$ cat config.mk
export PLATFORM = sky130hd
export DESIGN_NAME = asreg_seq
export DESIGN_NICKNAME = d
export VERILOG_FILES = /design/src/rtl/asreg_pkg.sv /design/src/rtl/asreg_seq_cmd_fifo.sv /design/src/rtl/asreg_seq.sv
export SDC_FILE = /design/constraint.sdc
export NUM_CORES = 1
export LEC_CHECK = 0
export BUFFER_PORTS_ARGS = -buffer_cell sky130_fd_sc_hd__clkbuf_2
export CAP_MARGIN = 15
export CORE_UTILIZATION = 30
export DETAILED_ROUTE_END_ITERATION = 16
export PLACE_DENSITY = 0.57
export SYNTH_ARGS = -nofsm -noshare
export SYNTH_HDL_FRONTEND = slang
export SYNTH_SLANG_ARGS = --single-unit
$ cat constraint.sdc
create_clock -name clock -period 2.7 [get_ports clock]
set_input_delay 0.81 -clock clock [delete_from_list [all_inputs] [get_ports clock]]
set_output_delay 0.81 -clock clock [all_outputs]
set_load 0.005 [all_outputs]
$ cat src/rtl/asreg_pkg.sv
// Shared types for the add/sub datapath command sequencer: opcodes,
// FSM states and the buffered command record.
package asreg_pkg;

    localparam int CMD_WIDTH = 16;
    localparam int CMD_TAGW  = 4;

    localparam logic [2:0] OP_ADD = 3'b000;
    localparam logic [2:0] OP_SUB = 3'b001;

    typedef enum logic [2:0] {
        S_IDLE,
        S_LOAD,
        S_EXEC,
        S_COMMIT,
        S_DONE
    } state_t;

    typedef struct packed {
        logic [2:0]           op;
        logic [CMD_WIDTH-1:0] a;
        logic [CMD_WIDTH-1:0] b;
        logic [CMD_TAGW-1:0]  tag;
    } cmd_t;

endpackage

$ cat src/rtl/asreg_seq_cmd_fifo.sv
// Synchronous command FIFO; DEPTH must be a power of two so the pointers
// wrap naturally. Count runs 0..DEPTH inclusive.
module cmd_fifo #(
    parameter int  DEPTH   = 4,
    parameter type entry_t = logic
) (
    input  logic                     clock,
    input  logic                     reset,
    input  logic                     push_i,
    input  logic                     pop_i,
    input  entry_t                   din_i,
    output entry_t                   dout_o,
    output logic                     full_o,
    output logic                     empty_o,
    output logic [$clog2(DEPTH):0]   count_o
);

    localparam int AW = $clog2(DEPTH);

    entry_t           mem_q [DEPTH];
    logic [AW-1:0]    wr_ptr_q;
    logic [AW-1:0]    rd_ptr_q;
    logic [AW:0]      count_q;
    logic             push_ok;
    logic             pop_ok;

    assign full_o  = (count_q == AW'(0) + (AW+1)'(DEPTH));
    assign empty_o = (count_q == '0);
    assign count_o = count_q;
    assign dout_o  = mem_q[rd_ptr_q];

    assign push_ok = push_i && !full_o;
    assign pop_ok  = pop_i && !empty_o;

    always_ff @(posedge clock) begin
        if (reset) begin
            wr_ptr_q <= '0;
            rd_ptr_q <= '0;
            count_q  <= '0;
        end else begin
            if (push_ok) wr_ptr_q <= wr_ptr_q + 1'b1;
            if (pop_ok)  rd_ptr_q <= rd_ptr_q + 1'b1;
            case ({push_ok, pop_ok})
                2'b10:   count_q <= count_q + 1'b1;
                2'b01:   count_q <= count_q - 1'b1;
                default: count_q <= count_q;
            endcase
        end
    end

    // Storage needs no reset; entries are only read after being written.
    always_ff @(posedge clock) begin
        if (push_ok) mem_q[wr_ptr_q] <= din_i;
    end

endmodule

$ cat src/rtl/asreg_seq.sv
// Command sequencer for the add/sub register datapath: buffers commands and
// walks each through the write1/2 -> write3 -> write4 -> done strobe sequence.
module asreg_seq
    import asreg_pkg::*;
#(
    parameter int WIDTH = CMD_WIDTH,
    parameter int DEPTH = 4,
    parameter int TAGW  = CMD_TAGW
) (
    input  logic             clock,
    input  logic             reset,
    input  logic             cmd_valid,
    output logic             cmd_ready,
    input  logic [2:0]       cmd_op,
    input  logic [WIDTH-1:0] cmd_a,
    input  logic [WIDTH-1:0] cmd_b,
    input  logic [TAGW-1:0]  cmd_tag,
    output logic [WIDTH-1:0] in1,
    output logic [WIDTH-1:0] in2,
    output logic             write1,
    output logic             write2,
    output logic             write3,
    output logic             write4,
    output logic [2:0]       ctrl,
    output logic             done,
    output logic [TAGW-1:0]  done_tag,
    output logic             busy
);

    localparam int CW = $clog2(DEPTH) + 1;

    state_t          state_q;
    cmd_t            cmd_q;
    cmd_t            head;
    cmd_t            new_cmd;
    logic            full;
    logic            empty;
    logic            push;
    logic            pop;
    logic [CW-1:0]   count;
    logic [CW-1:0]   count_nxt;

    logic            write1_q;
    logic            write2_q;
    logic            write3_q;
    logic            write4_q;
    logic [2:0]      ctrl_q;
    logic            done_q;
    logic [TAGW-1:0] done_tag_q;
    logic            busy_q;

    assign new_cmd = '{op: cmd_op, a: cmd_a, b: cmd_b, tag: cmd_tag};
    assign push    = cmd_valid && cmd_ready;
    assign pop     = ((state_q == S_IDLE) || (state_q == S_DONE)) && !empty;

    // Occupancy after this edge; decides whether busy survives a return to IDLE.
    assign count_nxt = count + {{(CW-1){1'b0}}, push} - {{(CW-1){1'b0}}, pop};

    cmd_fifo #(
        .DEPTH   (DEPTH),
        .entry_t (cmd_t)
    ) u_fifo (
        .clock   (clock),
        .reset   (reset),
        .push_i  (push),
        .pop_i   (pop),
        .din_i   (new_cmd),
        .dout_o  (head),
        .full_o  (full),
        .empty_o (empty),
        .count_o (count)
    );

    always_ff @(posedge clock) begin
        if (reset) begin
            state_q    <= S_IDLE;
            cmd_q      <= '0;
            write1_q   <= 1'b0;
            write2_q   <= 1'b0;
            write3_q   <= 1'b0;
            write4_q   <= 1'b0;
            ctrl_q     <= '0;
            done_q     <= 1'b0;
            done_tag_q <= '0;
            busy_q     <= 1'b0;
        end else begin
            write1_q   <= 1'b0;
            write2_q   <= 1'b0;
            write3_q   <= 1'b0;
            write4_q   <= 1'b0;
            ctrl_q     <= '0;
            done_q     <= 1'b0;
            done_tag_q <= '0;
            busy_q     <= 1'b1;
            // Outputs are set for the state being entered, so they stay registered.
            case (state_q)
                S_IDLE, S_DONE: begin
                    if (!empty) begin
                        cmd_q    <= head;
                        state_q  <= S_LOAD;
                        write1_q <= 1'b1;
                        write2_q <= 1'b1;
                    end else begin
                        state_q <= S_IDLE;
                        busy_q  <= (count_nxt != '0);
                    end
                end
                S_LOAD: begin
                    state_q  <= S_EXEC;
                    ctrl_q   <= cmd_q.op;
                    write3_q <= 1'b1;
                end
                S_EXEC: begin
                    state_q  <= S_COMMIT;
                    ctrl_q   <= cmd_q.op;
                    write4_q <= 1'b1;
                end
                S_COMMIT: begin
                    state_q    <= S_DONE;
                    done_q     <= 1'b1;
                    done_tag_q <= cmd_q.tag;
                end
                default: begin
                    state_q <= S_IDLE;
                    busy_q  <= (count_nxt != '0);
                end
            endcase
        end
    end

    assign cmd_ready = !full;
    assign in1       = cmd_q.a;
    assign in2       = cmd_q.b;
    assign write1    = write1_q;
    assign write2    = write2_q;
    assign write3    = write3_q;
    assign write4    = write4_q;
    assign ctrl      = ctrl_q;
    assign done      = done_q;
    assign done_tag  = done_tag_q;
    assign busy      = busy_q;

endmodule

==> impl_results.md <==
- Post CTS Setup Buffer Count: 0
- Mapped cell area: 7980 um^2
- Final hold slack: ~0.47 ns
- Antenna fix cells: 0
- Mapped Avg Cell Area: 18.8 um^2
- Synth Area in Adders: roughly 1.4%
- Core Box Area: ~26000 um^2
- Tot Pwr: between 0.009 and 0.01 W
- Top FF cell, synth: edfxtp_1
- Worst setup startpoint: u_fifo.count_o[2]$_SDFFE_PP0P_
- CTS tree: done
- DRC Markers: 0
- Setup tns final: 0 ns
- Post-synth EDFFs: around 160
- Worst EP required: roughly 3.1 ns
- Critical path class: reg2reg
- Largest family of logic cells by synthesized area: multiplexers
- Placer's final routability congestion estimate: roughly 0.73
- Slew HR: 37.8%
- Sequential share of the synthesized area: around three quarters
- Fin util: a little over a third
- Critical path peak fanout: 10
- Compound-Gate Fraction of Synth Area: between 5 and 6%
- Remaining antenna violation count: 0
- Post-Synth Simple-Gate Area: ~2.7%
- Pin slew with the least headroom to its limit: between 0.9 and 1 ns
- Final Hold Fails: 0
- Clock power share: a little under a third
- TritonCTS Buffers: 23
- Antenna violations before repair: 0
- Layout cell share with drive strength beyond 1: 35.4%
- Post-CTS sizing: 0
- Worst Hold Class: reg2reg
- Initial drt markers: about 190
- Pre-Repair DR Iteration Count: 5
- CP startpoint kind: flip-flop
- Mapped Cells: between 400 and 500
- Peak VDD IR: around 530 uV
- Asr flop ratio synth: 0%
- Starting Density: a little under a third
- H-tree depth: 1
- Crit Reg-Reg Startpoint: u_fifo.count_o[2]$_SDFFE_PP0P_
- Signal arrival time at the worst endpoint: between 2 and 3 ns
- I/O pin count: 88
- Clk sink count: approximately 220
- Final nets: 540
- Tcrit/Tclk final: around nine tenths
- Vias in the first global route: between 4000 and 5000
- Num rows: 59
- CP endpoint: u_fifo.count_o[2]$_SDFFE_PP0P_
- Clk pin slew, worst setup/hold paths: 0.06 ns
- Worst reg2reg endpoint: u_fifo.count_o[2]$_SDFFE_PP0P_
- Vias per std cell: around 4.6
- Pint: roughly 0.0072 W
- Flop2flop setup slack: about 0.27 ns
- Root buf cell: clkbuf_16
- Total net switching power: about 0.0027 W
- # setup viols final: 0
- Die Height: roughly 170 um
- Syn_nets: between 400 and 500
- Power per cell area: about 1100 nW/um^2
- Setup Skew: ~0.0085 ns
- Largest net degree at the start of global routing: 44
- Routed len/inst: between 15 and 20 um
- Mux contribution to synthesized area: between 10% and 20%
- Post-CTS Hold Buffers: 0
- Remaining Overflow, GRT: 0
- Via count: a little under 4000
- Sw Ratio: between 20 and 30%
- First-pass GRT wire length: 23900 um
- Reg power frac: a little under half
- YS warnings: 0
- Final Cell Area: 9380 um^2
- Combinational share of power: a little over a fifth
- Area after DPL: between 8000 and 9000 um^2
- Yosys reg bits: between 200 and 250
- Worst R2R Path Depth: 8
- Die area: roughly 27000 um^2
- Status: complete, no violations
- Leakage: roughly 3.3 nW
- Minimum clock period: 2.43 ns
- Count of unique library cells instantiated by Yosys: 35
- Max-slew violation count: 0
- Max-capacitance violation count: 0
- Endpoint type of the worst setup path: flip-flop
- Total Routing Usage GR: between 10% and 20%
- DP Wirelength: 8890 um
- Port Buffer Count: 87
- Max Freq: a little over 400 MHz
- Chip Width: about 170 um
- CTS Buffer Depth: 3
- Routed wire length: 15400 um
- Clk_lat worst skew: around 0.5 ns
- Synth Area in XOR/XNOR: less than 1%
- RSZ-0062 raised after global routing: false
- Synth-to-Final Area Change: 17.5%
## critical path, cell delays in order (launching register included)
cell and delay (ns):
dfxtp_1 0.42, or3b_1 0.52, nand2_1 0.17, ha_1 0.20, inv_1 0.07, fa_1 0.37, xor2_1 0.16, or3_1 0.31
a21oi_1 0.13
## logic make-up after synthesis
logic type | Yosys count
compound gates | 54
xor+xnor | 5
fa+ha+maj | 8
buf+inv | 63
flops | 217
simple gates | 38
mux | 39
## worst min-delay path by stage
stage / slack [ns] / startpoint / depth (start not counted) / to
2_1_floorplan: 0.43 / cmd_q[36]$_SDFFE_PP0P_ / 1 / ctrl[0]$_SDFF_PP0_
3_3_place_gp: 0.45 / cmd_q[38]$_SDFFE_PP0P_ / 1 / ctrl[2]$_SDFF_PP0_
3_5_place_dp: 0.45 / cmd_q[38]$_SDFFE_PP0P_ / 1 / ctrl[2]$_SDFF_PP0_
4_1_cts: 0.47 / cmd_q[38]$_SDFFE_PP0P_ / 1 / ctrl[2]$_SDFF_PP0_
5_1_grt: 0.49 / in2[12]$_SDFFE_PP0P_ / 1 / in2[12]$_SDFFE_PP0P_
6_report: 0.47 / cmd_q[38]$_SDFFE_PP0P_ / 1 / ctrl[2]$_SDFF_PP0_
## synth_stat cells (all sizes together) (2+ instances only)
| library cell | number | area share (%) |
|---|---|---|
| nor3 | 3 | 0.25 |
| nand3 | 2 | 0.13 |
| and3 | 6 | 0.47 |
| nor2 | 8 | 0.38 |
| a22o | 39 | 4.3 |
| clkbuf | 8 | 0.38 |
| mux4 | 39 | 11 |
| buf | 47 | 4.1 |
| or3 | 3 | 0.30 |
| a21oi | 6 | 0.42 |
| nand2 | 5 | 0.24 |
| inv | 8 | 0.38 |
| dfxtp | 61 | 15 |
| ha | 6 | 0.94 |
| fa | 2 | 0.50 |
| a21o | 2 | 0.19 |
| edfxtp | 156 | 59 |
| o21ai | 3 | 0.19 |
| xnor2 | 3 | 0.33 |
| xor2 | 2 | 0.22 |
| and2 | 7 | 0.55 |
## layout make-up
type | count | area (um^2)
Multi-Input combinational cell | 144 | 1710
Clock buffer | 30 | 622
Timing Repair Buffer | 96 | 566
Clock inverter | 11 | 128
Inverter | 8 | 30.0
Sequential cell | 217 | 5910
Fill cell | 2435 | 16700
Tap cell | 335 | 419
## sequential cells by signal (all words and copies together) (netlist names), 2 cells and up
signal and count:
u_fifo.rd_ptr_q 2, in2 16, u_fifo.wr_ptr_q 2, state_q 3, in1 16, u_fifo.count_o 3
cmd_q 7, u_fifo.mem_q 156, done_tag 4, ctrl 3
## placed cells by master (no fill, tap or decap), types with 4 or more instances in the layout
cell	instances
buf_12	5
nand2_1	5
and3_2	4
clkinv_2	6
clkbuf_2	87
edfxtp_1	156
dfxtp_1	59
ha_1	6
nor2_1	8
clkbuf_16	23
and2_1	7
a21oi_1	5
clkbuf_1	5
mux4_2	39
a22o_1	39
buf_4	4
inv_1	8
## layer usage
| metal | track usage [%] | routed length, um |
|---|---|---|
| met1 | 15.0 | 6570 |
| met2 | 19.5 | 7480 |
| met3 | 2.80 | 838 |
| met4 | 4.00 | 467 |
| met5 | 0 | 0 |
## power by group through the flow
stage	Combinational [W]	Clock (W)	Sequential [W]
4_1_cts	0.00214	0.00323	0.00468
3_3_place_gp	0.00208	0	0.00472
2_1_floorplan	0.00189	0	0.00443
5_1_grt	0.00231	0.00334	0.00476
6_report	0.00208	0.00313	0.00465
3_5_place_dp	0.00213	0	0.00475
## through the flow
stage,instances,setup WS (ns)
floorplan,424,0.249
global placement,800,0.360
detailed placement,800,0.298
CTS,841,0.245
global route,841,0.121
finish,841,0.269
(Power assumes the default switching activity.)
